<file path="src/rtl/decoder_scan_seq_if.sv">
// Bus bundle for decoder_scan_seq: control/select inputs and decoded outputs.
// The slave modport is the decoder side; the master modport is whoever drives it.
interface decoder_scan_seq_if #(
    parameter int N = 3
);
    logic               enable;
    logic               mode;
    logic               load;
    logic               dir;
    logic [N-1:0]       in;
    logic [N-1:0]       sel;
    logic [(1<<N)-1:0]  out;
    logic               wrap;

    modport master (
        output enable, mode, load, dir, in,
        input  sel, out, wrap
    );

    modport slave (
        input  enable, mode, load, dir, in,
        output sel, out, wrap
    );
endinterface

</file>
<file path="src/rtl/decoder_scan_seq.sv">
// Registered N-to-2^N one-hot decoder with enable and an auto-scan mode that
// steps the select up or down once every DIV enabled cycles, pulsing wrap when
// the select rolls over between 2^N-1 and 0.
module decoder_scan_seq #(
    parameter int N   = 3,
    parameter int DIV = 4
) (
    input  logic              clk,
    input  logic              reset,
    decoder_scan_seq_if.slave bus
);
    localparam int              W          = 1 << N;
    localparam int              PW         = (DIV > 1) ? $clog2(DIV) : 1;
    localparam logic [PW-1:0]   PRESC_LAST = PW'(DIV - 1);
    localparam logic [N-1:0]    SEL_MAX    = '1;

    logic [N-1:0]  sel_q,   sel_d;
    logic [PW-1:0] presc_q, presc_d;
    logic          wrap_q,  wrap_d;
    logic [W-1:0]  out_q,   out_d;
    logic          mode_q,  mode_d;

    logic mode_change;
    logic step_due;

    // A mode edge is only acted on while enabled, so a change made while the
    // block is frozen is still seen on the first enabled cycle.
    assign mode_change = (bus.mode != mode_q);
    assign step_due    = (presc_q == PRESC_LAST);
    assign mode_d      = bus.enable ? bus.mode : mode_q;

    // Next select, prescaler and wrap: load beats a step, DIRECT parks the prescaler.
    always_comb begin
        sel_d   = sel_q;
        presc_d = presc_q;
        wrap_d  = 1'b0;
        if (bus.enable) begin
            if (bus.load) begin
                sel_d   = bus.in;
                presc_d = '0;
            end else if (!bus.mode || mode_change) begin
                presc_d = '0;
            end else if (step_due) begin
                presc_d = '0;
                if (bus.dir) begin
                    sel_d  = sel_q - N'(1);
                    wrap_d = (sel_q == '0);
                end else begin
                    sel_d  = sel_q + N'(1);
                    wrap_d = (sel_q == SEL_MAX);
                end
            end else begin
                presc_d = presc_q + PW'(1);
            end
        end
    end

    // Decode the next select so out lines up with sel; enable gates every line.
    for (genvar gi = 0; gi < W; gi++) begin : g_dec
        assign out_d[gi] = bus.enable && (sel_d == N'(gi));
    end

    // State registers; reset samples the current mode so no edge is seen on release.
    always_ff @(posedge clk) begin
        if (reset) begin
            sel_q   <= '0;
            presc_q <= '0;
            wrap_q  <= 1'b0;
            out_q   <= '0;
            mode_q  <= bus.mode;
        end else begin
            sel_q   <= sel_d;
            presc_q <= presc_d;
            wrap_q  <= wrap_d;
            out_q   <= out_d;
            mode_q  <= mode_d;
        end
    end

    assign bus.sel  = sel_q;
    assign bus.out  = out_q;
    assign bus.wrap = wrap_q;
endmodule

</file>
<file path="src/flat_wrapper.sv">
// flat-port wrapper written by rule: the top's interface ports become plain ports
module decoder_scan_seq_flat 
#(
    parameter int N   = 3,
    parameter int DIV = 4
)
  (clk, reset, bus_enable, bus_mode, bus_load, bus_dir, bus_in, bus_sel, bus_out, bus_wrap);
  decoder_scan_seq_if #(.N(N)) bus_i ();
  input  logic clk;
  input  logic reset;
  input wire logic [$bits(bus_i.enable)-1:0] bus_enable;
  input wire logic [$bits(bus_i.mode)-1:0] bus_mode;
  input wire logic [$bits(bus_i.load)-1:0] bus_load;
  input wire logic [$bits(bus_i.dir)-1:0] bus_dir;
  input wire logic [$bits(bus_i.in)-1:0] bus_in;
  output wire logic [$bits(bus_i.sel)-1:0] bus_sel;
  output wire logic [$bits(bus_i.out)-1:0] bus_out;
  output wire logic [$bits(bus_i.wrap)-1:0] bus_wrap;
  assign bus_i.enable = bus_enable;
  assign bus_i.mode = bus_mode;
  assign bus_i.load = bus_load;
  assign bus_i.dir = bus_dir;
  assign bus_i.in = bus_in;
  assign bus_sel = bus_i.sel;
  assign bus_out = bus_i.out;
  assign bus_wrap = bus_i.wrap;
  decoder_scan_seq #(.N(N), .DIV(DIV)) u_core (.clk(clk), .reset(reset), .bus(bus_i));
endmodule
</file>
<file path="config.mk">
export PLATFORM = sky130hd
export DESIGN_NAME = decoder_scan_seq_flat
export DESIGN_NICKNAME = d
export VERILOG_FILES = /design/src/rtl/decoder_scan_seq_if.sv /design/src/rtl/decoder_scan_seq.sv /design/src/flat_wrapper.sv
export SDC_FILE = /design/constraint.sdc
export NUM_CORES = 1
export LEC_CHECK = 0
export CAP_MARGIN = 20
export CORE_MARGIN = 3
export CORE_UTILIZATION = 38
export CTS_CLUSTER_SIZE = 10
export DETAILED_ROUTE_END_ITERATION = 8
export GPL_ROUTABILITY_DRIVEN = 0
export MAX_ROUTING_LAYER = met4
export PLACE_DENSITY = 0.72
export SETUP_SLACK_MARGIN = 0.5
export SLEW_MARGIN = 20
export SYNTH_ARGS = -nofsm -noshare
export SYNTH_HDL_FRONTEND = slang
export SYNTH_SLANG_ARGS = --single-unit
</file>
<file path="constraint.sdc">
create_clock -name clk -period 2 [get_ports clk]
set_input_delay 0.6 -clock clk [delete_from_list [all_inputs] [get_ports clk]]
set_output_delay 0.6 -clock clk [all_outputs]
set_load 0.05 [all_outputs]
</file>
[Word level (Yosys, flattened, before mapping)]
Cells that the tools add are included.
Cells by class
  add/sub/neg operators: 3
  reductions and logical operators: 14
  equality and inequality tests: 10
  bitwise logic cells: 2
  muxes and demuxes: 11
Operator list (number)
  $eq A3 B3 Y1 const B: 5
  $mux W3: 5
  $logic_and A1 B1 Y1: 8
  $eq A3 B2 Y1 const B: 2
  $logic_not A3 Y1: 2
  $mux W2: 3
  $reduce_or A5 Y1: 1
  $add A3 B1 Y3 const B: 1
  $eq A3 B1 Y1 const B: 1
  $mux W1: 3
  $sub A3 B1 Y3 const B: 1
  $add A2 B1 Y2 const B: 1
  $eq A2 B2 Y1 const B: 1
  $not A1 Y1: 2
  $reduce_bool A2 Y1: 1
  $logic_not A1 Y1: 1
  $logic_or A1 B1 Y1: 1
  $ne A1 B1 Y1: 1
Word-level totals
  input port bits: 9
  word-level logic and storage cells: 45
  register bits after elaboration: 15
  output and inout port bits: 12

[Longest topological paths before layout]
  word-level depth: 8
  mapped depth: 5
  gate-level depth less buffers: 5

[Worst setup path before layout]
Ideal clock, no wire load.
  path kind: reg-to-reg
  start point: register u_core.sel_q[0] (netlist: u_core.bus.sel[0])
  end point: register u_core.out_q[6] (netlist: u_core.bus.out[6])
  arrival time: 1.943 ns
  period minus slack after synthesis: 2.021 ns
  cell stages (with the launch flop): 6
  setup time: 0.078 ns
  data required time: 1.922 ns
  setup slack: -0.021 ns
  cells stage by stage: dfxtp_1 fa_1 xnor2_1 o21a_1 or4_4 nor3_1
On the way
  cells in the longest elaborated chain, start to end: 8
  elaborated cells on any way between the ends: 9
  classes of those cells: add/sub: 2; eq/ne: 1; mux: 5; reduce/logical: 1
RTL lines
  start: declaration: RTL line decoder_scan_seq.sv:17  | logic [N-1:0] sel_q, sel_d;
  start signal: assignment: RTL line decoder_scan_seq.sv:72  | sel_q <= sel_d;
  $add A3 B1 Y3 / $sub A3 B1 Y3 (equally long branches): RTL line decoder_scan_seq.sv:49, decoder_scan_seq.sv:46
  $mux W3: RTL line decoder_scan_seq.sv:45  | if (bus.dir) begin
  $mux W3: RTL line decoder_scan_seq.sv:43  | end else if (step_due) begin
  $mux W3: RTL line decoder_scan_seq.sv:41  | end else if (!bus.mode || mode_change) begin
  $mux W3: RTL line decoder_scan_seq.sv:38  | if (bus.load) begin
  $mux W3 *: RTL line decoder_scan_seq.sv:37  | if (bus.enable) begin
  $eq A3 B3 Y1 *: RTL line decoder_scan_seq.sv:60  | assign out_d[gi] = bus.enable && (sel_d == N'(gi));
  $logic_and A1 B1 Y1 *: RTL line decoder_scan_seq.sv:60
  end signal: assignment: RTL line decoder_scan_seq.sv:75  | out_q <= out_d;
  end: declaration: RTL line decoder_scan_seq.sv:20  | logic [W-1:0] out_q, out_d;
Every way passes the cells marked *; elsewhere a longest branch is shown, timed or not.
A chain may end at the register's enable or synchronous reset.

[Worst setup path in the final report]
  start point: input port bus_dir
  end point: register u_core.out_q[6] (netlist: u_core.bus.out[6])
On the way
  cells in the longest elaborated chain, start to end: 7
RTL lines
  start: declaration: RTL line flat_wrapper.sv:14  | input wire logic [$bits(bus_i.dir)-1:0] bus_dir;
  $mux W3: RTL line decoder_scan_seq.sv:45
  $mux W3: RTL line decoder_scan_seq.sv:43
  $mux W3: RTL line decoder_scan_seq.sv:41
  $mux W3: RTL line decoder_scan_seq.sv:38
  $mux W3: RTL line decoder_scan_seq.sv:37
  $eq A3 B3 Y1: RTL line decoder_scan_seq.sv:60
  $logic_and A1 B1 Y1: RTL line decoder_scan_seq.sv:60
Every way passes these cells.

==> results <==
## final timing paths
| kind | start | cells after the start | endpoint | slack (ns) |
|---|---|---|---|---|
| max | bus_dir | 8 | u_core.bus.out[6] | 0.12 |
| min | u_core.presc_q[0] | 2 | u_core.presc_q[0] | 0.50 |
| max reg2reg | u_core.bus.sel[0] | 7 | u_core.bus.out[6] | 0.12 |
| min reg2reg | u_core.presc_q[0] | 2 | u_core.presc_q[0] | 0.50 |
## power by group
part | internal [W] | switching, W
sequential | 0.000312 | 0.00000943
clock | 0.0000744 | 0.000102
combinational | 0.0000912 | 0.0000970
## layer usage
metal,track usage [%],vias up,wire length [µm]
met2,28.21,20,904
met4,5.687,0,10
met5,-,-,0
met1,18.34,331,747
li1,-,346,-
met3,5.215,2,91
## state kept, by name, indices dropped and copies added (netlist names)
name             flops
u_core.bus.out       8
u_core.bus.sel       3
u_core.presc_q       2
u_core.bus.wrap      1
u_core.mode_q        1
## placed cells by master, fill, tap and decap left out, types with 4 or more instances in the layout
cell type and count:
buf_4 22, nor3_1 4, buf_6 8, nor3_2 5, dfxtp_1 10, nor2_1 5
## worst min-delay path, cell delays in order, from the launching register on
cell	delay [ns]
dfxtp_2	0.35
nand2b_1	0.07
a21oi_1	0.06
## what timing repair did
| item | 4_1_cts | 5_1_grt |
|---|---|---|
| endpoints found under the setup margin | 14 | 16 |
| setup buffers | 5 | 3 |
| pin swaps | 8 | 10 |
| hold buffers | 0 | 0 |
| gates resized for setup | 26 | 16 |
## final cells by class
type | instances | area (µm²) | area share (%)
Multi-Input combinational cell | 52 | 475.5 | 39.54
Tap cell | 24 | 30.03 | 2.497
Clock inverter | 1 | 5.005 | 0.4162
Timing Repair Buffer | 38 | 340.3 | 28.30
Clock buffer | 3 | 22.52 | 1.873
Inverter | 3 | 11.26 | 0.9365
Sequential cell | 15 | 317.8 | 26.43
## per-stage QoR
step / hold WS, ns / area, µm² / util [%] / setup slack (ns) / TNS [ns]
3_3_place_gp: 0.4767 / 984.7 / 61.10 / -0.4544 / -4.211
3_5_place_dp: 0.5010 / 984.7 / 61.10 / -0.4998 / -4.453
5_1_grt: 0.5192 / 1202 / 74.61 / 0.05617 / 0
6_report: 0.5026 / 1202 / 74.61 / 0.1154 / 0
4_1_cts: 0.5163 / 1141 / 70.81 / 0.06111 / 0
2_1_floorplan: 0.4603 / 718.2 / - / 0.05130 / 0
## kinds of logic after synthesis
kind of cell    after synthesis  synth area share [%]
simple gates                 32                 27.09
flops                        15                 45.09
compound gates               15                 15.64
xor+xnor                      1                 1.273
fa+ha+maj                     3                 6.545
buf+inv                       5                 2.908
mux                           1                 1.455
==> qor.csv <==
metric;value;unit
num_vias;699;
pin_count;21;
slew_violations;0;
start_util;42.70;%
dieArea;2358;µm²
slowest_stage;or4_4;
worst_ep_arrival_time;2.10;ns
synth-edff-count;1;
n_antenna_cell;0;
cap_violations;0;
cts_buffers;3;
max_slew_margin;71.64;%
synth-seq-cells;15;
wl;1755;µm
avgSynthCellArea;9.558;µm²
die_y;48.56;µm
syn_area;688.2;µm²
drt_iter0_markers;9;
min_path_type;flop to flop;
power.total;0.0006860;W
tightest_slew;0.4222;ns
crit_family;simple AND/OR/NAND/NOR gates;
rsz0062_at_grt;yes;
worstPathRequired;2.21;ns
critPathKind;input pin to flop;
row_count;14;
ctsHtreeMaxLevel;1;
yosys.area.top_type;dfxtp_1;
crit_buf_inv;3;
cts-root-buf;clkbuf_4;
first_pass_iters;4;
async_flop_share;0;%
yosysWarnings;0;
cts_tree;yes;
clkTransAtPathRegs;0.10;ns
dp_hpwl;1207;µm
cpPeakStageDelay;0.46;ns
core-area;1612;µm²
viasPerCell;5.140;
drc_errors;0;
wl_per_cell;12.90;µm
crit_path_start_kind;input pin;
period_share;94.23;%
yosysMostFrequentCell;dfxtp_1;
synthTopCellsByCount;dfxtp_1 (14), nor3_1 (9), nor2_1 (5), a21oi_1 (4);
synthCells;72;
overflow;0;
end_kind;flop;
status;finished clean;
fill_cells;113;
grt_pass1_wl;2939;µm
ys_top_cells_by_area;dfxtp_1 (41%), nor3_1 (6.5%), edfxtp_1 (4.4%), ha_1 (3.6%), a21oi_1 (2.9%);
layout-drive-gt1-share;54.46;%
layoutNonFillerInstCount;136;
grt_use_total;16.58;%
grt_max_degree;10;
skew;0.01035;ns
io_buffers;20;
grt_pass1_vias;656;
clock_path_buffers;2;
leakagePower;0.4969;nW
area_growth;74.73;%
ant_nets;0;
ir_drop;0.5072;mV
synth_top_area_share;40.73;%
finalSetupViolCount;0;
fp.dieW;48.56;µm
seq_area_frac_synth;45.09;%
yosysUniqueCellTypes;35;
fmax;530.6;MHz
synth-main-ff-cell;dfxtp_1;
crit_path_frequent_cell;buf_6;
hold_viol;0;
nNetsFinal;125;
clock_latency;0.29;ns
antenna_found_initial;0;
cp_cell_sequence;buf_6, fa_2, xnor2_2, buf_4, buf_6, nor4_4, or4_4, nor3_2;
cp_max_fo;4;
synth_fp_nets;84;
numClockSinks;15;
min_period;1.885;ns
dp_cells;124;
power.density;570.5;nW/µm²
Power figures use the tool's default switching activity.
==> RTL change, RTL diff (config.mk and constraints unchanged) <==
`DIV` is set to 4 in 2 places; all go to 8.
--- a/src/rtl/decoder_scan_seq.sv
+++ b/src/rtl/decoder_scan_seq.sv
@@ -3,7 +3,7 @@
 // the select rolls over between 2^N-1 and 0.
 module decoder_scan_seq #(
     parameter int N   = 3,
-    parameter int DIV = 4
+    parameter int DIV = 8
 ) (
     input  logic              clk,
     input  logic              reset,
--- a/src/flat_wrapper.sv
+++ b/src/flat_wrapper.sv
@@ -2,7 +2,7 @@
 module decoder_scan_seq_flat 
 #(
     parameter int N   = 3,
-    parameter int DIV = 4
+    parameter int DIV = 8
 )
   (clk, reset, bus_enable, bus_mode, bus_load, bus_dir, bus_in, bus_sel, bus_out, bus_wrap);
   decoder_scan_seq_if #(.N(N)) bus_i ();
Formal check against the unedited RTL: not equivalent (a bounded check fails within 10 cycles, from zero or initial values and one cycle with reset high).
==> RTL change against the unedited design <==
Largest power group unchanged; power about the same; highest routed layer unchanged; sequential power up 6.9%; register-to-register slack better by 0.05 ns; area after synthesis up 9.1%; cell area up 1.1%; die area up 7.9%; non-clock buffer count unchanged; setup slack better by 0.043 ns; sequential cell count up 1; clock skew up 0.0087 ns; routed wire length up 3.4%.
==> RTL change: results (changes against the unedited design) <==
yosys:
  muxShareOfSynthArea_pct: 2.667  # +1.2 points
  syn-num-nets: 85  # +1.2%
  seq_area_frac_synth_pct: 44.00  # -1.1 points
  ys_types: 33  # -5.7%
  synth_top_cells_by_count: "15 x dfxtp_1, 9 x nor3_1, 4 x a21oi_1, 4 x nor2_1"
  synth_compound_area_share_pct: 12.83  # -2.8 points
  yosys.area_share.xor_xnor_pct: 2.167  # +0.89 points
  yosys_warnings: 0  # unchanged
  syn_area_per_cell_um2: 10.43  # +9.1%
  synthAdderAreaFrac_pct: 7.667  # +1.1 points
  synthTopCellsByArea: "dfxtp_1 40%, nor3_1 6.0%, ha_1 5.0%, edfxtp_1 4.0%, buf_6 3.0%"
layout:
  drive_gt1_share_pct: 56.25  # +1.8 points
  largest_reg_flops: 8  # unchanged
  diodes: 0  # unchanged
  fin_cells: 137  # +0.74%
  num-nets-final: 126  # +0.80%
timing:
  max_slew_margin_pct: 69.70  # -1.9 points
  fin_ws_ns: 0.1588  # +0.04340 ns
  fin_skew_ns: 0.01907  # +0.008720 ns
  hold_ws_ns: 0.5088  # +0.006182 ns
pwr:
  leakagePower_nw: 0.4928  # -0.83%
  ir_drop_mv: 0.3725  # -27%
critical_path:
  worstPathArrival_ns: 2.05  # -0.05 ns
  r2r_cells: 5  # -2
  critPathCaptureType: "flip-flop"
  critical_path.startpoint: "bus_dir"
  reg2reg_slack_ns: 0.17  # +0.05 ns
  rr_startpoint: "u_core.bus.sel[0]"
  r2r_end: "u_core.bus.out[7]"
  critPathMaxFanout: 5  # +1
placed_design:
  post-dp-hpwl_um: 1365  # +13%
  preCtsSetupSlack_ns: -0.5306  # -0.03081 ns
  place_area_um2: 1042  # +5.8%
  numPortBuffers: 20  # unchanged
min_path:
  hp-class: "reg2reg"
  min_path_cells: 2  # unchanged
detailed_routing:
  wl_per_cell_um: 13.25  # +2.7%
  via_per_inst: 5.219  # +1.5%
  drtPass1Iterations: 3  # -1
  drt_first_iter_violations: 8  # -1
  drc: 0  # unchanged
global_routing:
  grt_pass1_vias: 733  # +12%
  grt_max_degree: 11  # +1
  track_usage_pct: 17.17  # +0.59 points
  grt_pass1_wl_um: 3222  # +9.6%
die:
  start_util_pct: 41.67  # -1.0 points
status:
  outcome: "finished, final reports clean"
clocking:
  htree_levels: 1  # unchanged
  path_clk_slew_ns: 0.10  # about the same
  clockBufferDepth: 2  # unchanged
  clk_latency_ns: 0.29  # about the same
-- RTL change: what timing repair did --
action                                  CTS  global route
buffers inserted                          5             2
resized for setup                        27             9
endpoints found under the setup margin   15            14
pin swaps                                10             6
hold endpoints to repair                  0             0
-- RTL change: worst max-delay path: stages --
cell,delay [ns]
buf_6,0.10
fa_2,0.37
xor2_2,0.18
a211oi_2,0.10
or4_4,0.53
nor3_2,0.18
-- RTL change: cell type report --
cell class	count	area (um^2)
clock buffer	4	26.28
fill	148	585.6
tap	25	31.28
inverter	2	7.507
sequential	16	339.1
timing repair buffer	38	329.1
multi-input combinational	52	483.0
-- RTL change: cells by family after synthesis --
kind of cell	after synthesis
DFF	16
AOI/OAI and AO/OA	13
xor gates and xnor gates	1
buffers and inverters	4
and+or+nand+nor	32
adders and majority gates	4
muxes	2
-- RTL change: routing by layer --
layer	vias to the layer above	share of wire [%]	wire length [um]	track usage, %
met5	-	0	0	-
met4	0	1.7	31	6.726
met3	5	4.0	72	3.264
met2	15	50	913	28.26
met1	345	44	799	20.70
li1	350	-	-	-
-- RTL change: where the power goes --
group          switching (mW)  internal [mW]
Combinational          0.0885         0.0779
Sequential             0.0110          0.332
Clock                  0.0990         0.0774
Total                   0.199          0.488
-- RTL change: worst min-delay path by stage --
stage,start,end
after global placement,u_core.presc_q[1],u_core.presc_q[1]
after CTS,u_core.presc_q[1],u_core.presc_q[1]
after global routing,u_core.presc_q[1],u_core.presc_q[1]
final,u_core.presc_q[1],u_core.presc_q[1]
after floorplan,u_core.presc_q[1],u_core.presc_q[1]
after detailed placement,u_core.presc_q[1],u_core.presc_q[1]
